===== config.mk =====
export PLATFORM = sky130hd
export DESIGN_NAME = debug_unit
export DESIGN_NICKNAME = d
export VERILOG_FILES = /design/src/rtl/debug_unit.sv
export SDC_FILE = /design/constraint.sdc
export NUM_CORES = 1
export LEC_CHECK = 0
export ABC_AREA = 1
export CAP_MARGIN = 15
export CORE_MARGIN = 5
export CORE_UTILIZATION = 41
export CTS_CLUSTER_DIAMETER = 30
export DETAILED_ROUTE_END_ITERATION = 8
export PLACE_DENSITY = 0.89
export SYNTH_ARGS = -nofsm -noshare
export SYNTH_HDL_FRONTEND = slang
export SYNTH_SLANG_ARGS = --single-unit

===== constraint.sdc =====
create_clock -name clk -period 3.9 [get_ports clk]
set_input_delay 1.17 -clock clk [delete_from_list [all_inputs] [get_ports clk]]
set_output_delay 1.17 -clock clk [all_outputs]
set_load 0.02 [all_outputs]

===== src/rtl/debug_unit.sv =====
// Board-level debug front end: synchronizes and debounces switches, runs the
// HALT/RUN/STEP clock-enable FSM and muxes CPU debug data onto LEDs/display.
module debug_unit #(
    parameter int unsigned DB_CYCLES = 4,
    parameter int unsigned STEP_LEN  = 1
) (
    input  logic        clk,
    input  logic        rst,
    input  logic        succ,
    input  logic        step,
    input  logic        inc,
    input  logic        dec,
    input  logic        m_rf,
    input  logic [2:0]  sel,
    input  logic [11:0] status,
    input  logic [31:0] m_data,
    input  logic [31:0] rf_data,
    input  logic [31:0] sel_data,
    output logic        cpu_en,
    output logic [15:0] m_rf_addr,
    output logic [2:0]  i_sel,
    output logic [15:0] led,
    output logic [31:0] disp_data
);

    localparam int unsigned CW = (DB_CYCLES > 1) ? $clog2(DB_CYCLES) : 1;
    localparam int unsigned SW = (STEP_LEN > 1) ? $clog2(STEP_LEN) : 1;

    typedef enum logic [1:0] {HALT, RUN, STEP} state_t;

    // Bit order: 0 succ, 1 step, 2 inc, 3 dec, 4 m_rf
    logic [4:0]    raw, sync1, sync2, db;
    logic [2:0]    db_d;
    logic [CW-1:0] db_cnt [5];
    logic          succ_db, m_rf_db, step_p, inc_p, dec_p;

    state_t        state;
    logic [SW-1:0] step_cnt;
    logic [4:0]    rf_idx;
    logic [7:0]    mem_idx;

    assign raw = {m_rf, dec, inc, step, succ};

    // A level is accepted once DB_CYCLES consecutive samples differ from it.
    always_ff @(posedge clk or posedge rst) begin
        if (rst) begin
            sync1 <= '0;
            sync2 <= '0;
            db    <= '0;
            db_d  <= '0;
            for (int unsigned i = 0; i < 5; i++) db_cnt[i] <= '0;
        end else begin
            sync1 <= raw;
            sync2 <= sync1;
            db_d  <= db[3:1];
            for (int unsigned i = 0; i < 5; i++) begin
                if (sync2[i] != db[i]) begin
                    if (db_cnt[i] == CW'(DB_CYCLES - 1)) begin
                        db[i]     <= sync2[i];
                        db_cnt[i] <= '0;
                    end else begin
                        db_cnt[i] <= db_cnt[i] + 1'b1;
                    end
                end else begin
                    db_cnt[i] <= '0;
                end
            end
        end
    end

    assign succ_db = db[0];
    assign m_rf_db = db[4];
    assign step_p  = db[1] & ~db_d[0];
    assign inc_p   = db[2] & ~db_d[1];
    assign dec_p   = db[3] & ~db_d[2];

    always_ff @(posedge clk or posedge rst) begin
        if (rst) begin
            state    <= HALT;
            step_cnt <= '0;
            cpu_en   <= 1'b0;
        end else begin
            cpu_en <= (state == RUN) || (state == STEP);
            case (state)
                HALT: begin
                    if (succ_db) begin
                        state <= RUN;
                    end else if (step_p) begin
                        state    <= STEP;
                        step_cnt <= '0;
                    end
                end
                RUN: begin
                    if (!succ_db) state <= HALT;
                end
                STEP: begin
                    if (step_cnt == SW'(STEP_LEN - 1)) state <= HALT;
                    else                              step_cnt <= step_cnt + 1'b1;
                end
                default: state <= HALT;
            endcase
        end
    end

    always_ff @(posedge clk or posedge rst) begin
        if (rst) begin
            rf_idx  <= '0;
            mem_idx <= '0;
        end else if (inc_p != dec_p) begin
            if (m_rf_db) mem_idx <= inc_p ? mem_idx + 8'd1 : mem_idx - 8'd1;
            else         rf_idx  <= inc_p ? rf_idx + 5'd1  : rf_idx - 5'd1;
        end
    end

    always_comb begin
        m_rf_addr = m_rf_db ? {6'b0, mem_idx, 2'b00} : {11'b0, rf_idx};
        i_sel     = sel;
        if (sel == 3'd0) begin
            disp_data = m_rf_db ? m_data : rf_data;
            led       = m_rf_addr;
        end else begin
            disp_data = sel_data;
            led       = {4'b0, status};
        end
    end

endmodule

==> impl_results.rst <==
.. list-table::
   :header-rows: 1

   * - Metric
     - Value
   * - Ant. Diodes
     - 0
   * - Start of the worst register-to-register path
     - db[2]
   * - Via count of the first global-routing pass
     - ~3300
   * - Complex-gate fraction of the synthesized area
     - a little over a tenth
   * - Cell leakage power
     - approximately 2.4 nW
   * - Kind of capture point of the worst setup path
     - primary output
   * - Width of the die
     - 96.08 um
   * - Buffer type at the clock tree root
     - clkbuf_8
   * - Cell total after placement
     - 680
   * - Dominant combinational cell family by area after synthesis
     - simple AND/OR/NAND/NOR gates
   * - Number of nets in the layout
     - approximately 730
   * - Synthesized area per cell
     - approximately 7.4 um2
   * - Multiplexer fraction of the synthesized cell area
     - between 1.5 and 2%
   * - DRC marker count from the first detailed-route iteration
     - between 100 and 150
   * - Gate count of the mapped netlist
     - around 400
   * - Power per cell area
     - a little under 600 nW/um2
   * - Setup Crit Path Kind
     - in2out
   * - Post-route antenna net violation count
     - 0
   * - Final-layout worst hold slack
     - roughly 0.35 ns
   * - Final routed wirelength across all metal layers
     - ~11 mm
   * - Clock Pin Slew Worst Setup and Hold Paths
     - 0.08 ns
   * - Final number of hold-violating endpoints
     - 0
   * - DRC
     - 0
   * - Capturing element of the worst setup path
     - led[2]
   * - First-pass GRT wire length
     - roughly 16 mm
   * - Proportion of layout cells with a drive suffix above 1
     - between 10% and 20%
   * - Largest buffer count on any clock path
     - 2
   * - Required time at the worst-slack endpoint
     - around 2.7 ns
   * - VDD IR max
     - 0.3744 mV
   * - CTS H-Tree Depth
     - 2
   * - Global routing usage summed across all routing layers
     - 22.74%
   * - Portion of the post-synthesis area used by sequential elements
     - between 30 and 40%
   * - Sort of element at the start of the critical path
     - input pin
   * - Final standard cell count with taps included and fillers excluded
     - between 600 and 700
   * - Worst-path fanout max
     - 6
   * - Clock tree skew after final layout
     - 0.003954 ns
   * - Ranking of synthesized cells by area
     - dfrtp_1 36%, nand2_1 16%, a31oi_1 6.8%
   * - Post-synth top area share
     - roughly 36%
   * - Most frequently used cell type in the post-synthesis netlist
     - nand2_1
   * - Share of synthesized flip-flops with an asynchronous set or reset
     - 100.0%
   * - Crit share post-route
     - approximately 96%
   * - Ports
     - 186
   * - Slew at the pin closest to its max-slew limit
     - 0.9923 ns
   * - Clock buffer count from CTS
     - 5
   * - Final-layout fill cell count
     - about 560
   * - Result of the run
     - finished, final reports clean
   * - Flop2flop setup slack
     - roughly 1.8 ns
   * - Origin of the worst setup path
     - sel[2]
   * - Vias
     - approximately 3400
   * - Routed wirelength normalized by instance count
     - ~16 um
   * - Pin count of the biggest net entering global routing
     - 33
   * - Number of flops mapped to enable cells by yosys
     - 0
   * - Xor and xnor area share after synthesis
     - around 3.5%
   * - Pwr Total
     - 0.002885 W
   * - Total of max-cap violations
     - 0
   * - Cell Area, Synth
     - between 3000 and 4000 um2
   * - Crit path time final
     - approximately 3.8 ns
   * - Most instantiated cells after synthesis
     - 131 x nand2_1, 51 x nor2_1, 44 x dfrtp_1
   * - Height of the die
     - slightly below 100 um
   * - Post CTS Setup Buffer Count
     - 0
   * - Adder-Cell Fraction of Synth Area
     - roughly 7.9%
   * - RSZ-0062 raised after global routing
     - no
   * - Antenna violations before repair
     - 0
   * - Area growth, synth to finish
     - 62.85%
   * - Ys Warns
     - 0
   * - Count of pins over their slew limit
     - 0
   * - GPL Wtd Cong
     - ~0.88
   * - Number of port buffers
     - 175
   * - Highest attainable clock frequency
     - between 200 and 300 MHz
   * - Worst slew slack as a fraction of its limit
     - between 30% and 40%
   * - Placeable Area
     - 7253 um2
   * - Reg2reg path depth
     - 6
   * - Hpwl dp
     - between 8 and 9 mm
   * - Number of register bits inferred by synthesis
     - 44
   * - Total Die Area
     - between 9000 and 10000 um2
   * - Most common flop cell mapped by yosys
     - dfrtp_1
   * - Rows
     - 31
   * - Number of search-and-repair iterations in the first detailed-routing pass
     - 5
   * - Starting Density
     - about two fifths
   * - End of the worst register-to-register path
     - mem_idx[3]
   * - Hold bufs inserted after CTS
     - 0
   * - Largest area contributor in the netlist
     - dfrtp_1
   * - Post-synthesis share of cell area spent on and, or, nand and nor gates
     - 27.92%
   * - Worst hold-check path type
     - reg2reg
   * - WP data arrival
     - roughly 2.6 ns
   * - Number of cells traversed by the worst hold path
     - 0
   * - Clock tree from TritonCTS
     - yes
   * - Setup-failing EPs final
     - 0
   * - Global route total overflow
     - 0
   * - Cell variety after synth
     - 30
   * - Sinks on Clock Net
     - 44
   * - Vias per inst
     - a little under 5
   * - Insertion delay of the later-clocked pin in the worst-skew pair
     - 0.30 ns
routing by layer:
layer  wire [um]  track usage, %  vias up
li1            -               -     1650
met4         568           12.20        0
met2        5518           41.35      155
met3        1047           6.802       41
met5           0               0        -
met1        3834           23.10     1566
logic make-up (layout without fill, tap and decap cells):
group                    count (synthesis)  count (layout)
other                                    1              10
XOR/XNOR                                12              12
adder cells (fa/ha/maj)                 18              18
multiplexers                             5               5
buffers and inverters                   67             238
AO/OA/AOI/OAI                           56              56
AND/OR/NAND/NOR                        208             208
flip-flops                              44              44
registers in the layout, summed over array words and instances (netlist names):
register and flops:
sync1 5, db_cnt 10, mem_idx 8, sync2 5, db_d 3, cpu_en 1, state 2, db 5
rf_idx 5
cell usage in the layout (no fill, tap or decap), drive strengths merged, types with 2 or more instances in the layout:
master	synthesis	routed
buf	23	34
inv	37	36
ha	16	16
clkdlybuf4s15	0	7
a21oi	8	8
xnor2	6	6
dfrtp	44	44
nor3	6	6
xor2	6	6
nand3	11	11
o31ai	2	2
nand3b	2	2
a31oi	33	33
dlygate4sd2	0	11
clkinv	1	3
mux2	5	5
clkbuf	6	15
dlymetal6s2s	0	3
conb	1	10
fa	2	2
nor2	53	53
or2	4	4
o21ai	12	12
clkdlybuf4s50	0	128
nand2	132	132
worst max-delay path: stages:
cell,delay (ns)
dlymetal6s2s_1,0.16
nor3_4,0.41
buf_6,0.19
mux2_2,0.33
dlygate4sd2_1,0.32
stage by stage:
stage	cell area [um2]	setup WS, ns	setup TNS (ns)	util, %
2_1_floorplan	3072	0.5769	0	-
3_3_place_gp	4890	-0.3027	-11.02	67.41
3_5_place_dp	4890	-0.3498	-12.14	67.41
4_1_cts	4992	-0.07264	-0.2119	68.83
5_1_grt	4947	0.09509	0	68.21
6_report	4947	0.1478	0	68.21
power by group:
group,internal [W],leakage (nW),switching [W]
Sequential,0.000623,0.544,0.000123
Clock,0.000209,0.0614,0.000159
Combinational,0.000733,1.79,0.00104
worst min-delay path by stage:
stage	from	to	slack, ns
after floorplan	sync1[0]	sync2[0]	0.33
final	sync1[2]	sync2[2]	0.35
after global placement	sync1[3]	sync2[3]	0.33
after CTS	sync1[2]	sync2[2]	0.36
after global routing	sync1[1]	sync2[1]	0.36
after detailed placement	sync1[2]	sync2[2]	0.34
area by class of cell:
type	instances	area, um2	share of cell area [%]
multi-input combinational	309	1620	32.75
tap	99	123.9	2.504
clock buffer	6	82.58	1.669
sequential	44	1101	22.26
timing repair buffer	192	1838	37.15
inverter	38	142.6	2.883
clock inverter	2	38.79	0.7840
what timing repair did:
item,in CTS,in global routing
cloned,0,2
pin swaps,0,1
gates resized for setup,125,39
endpoints found under the setup margin,44,36
(Power assumes the default switching activity.)
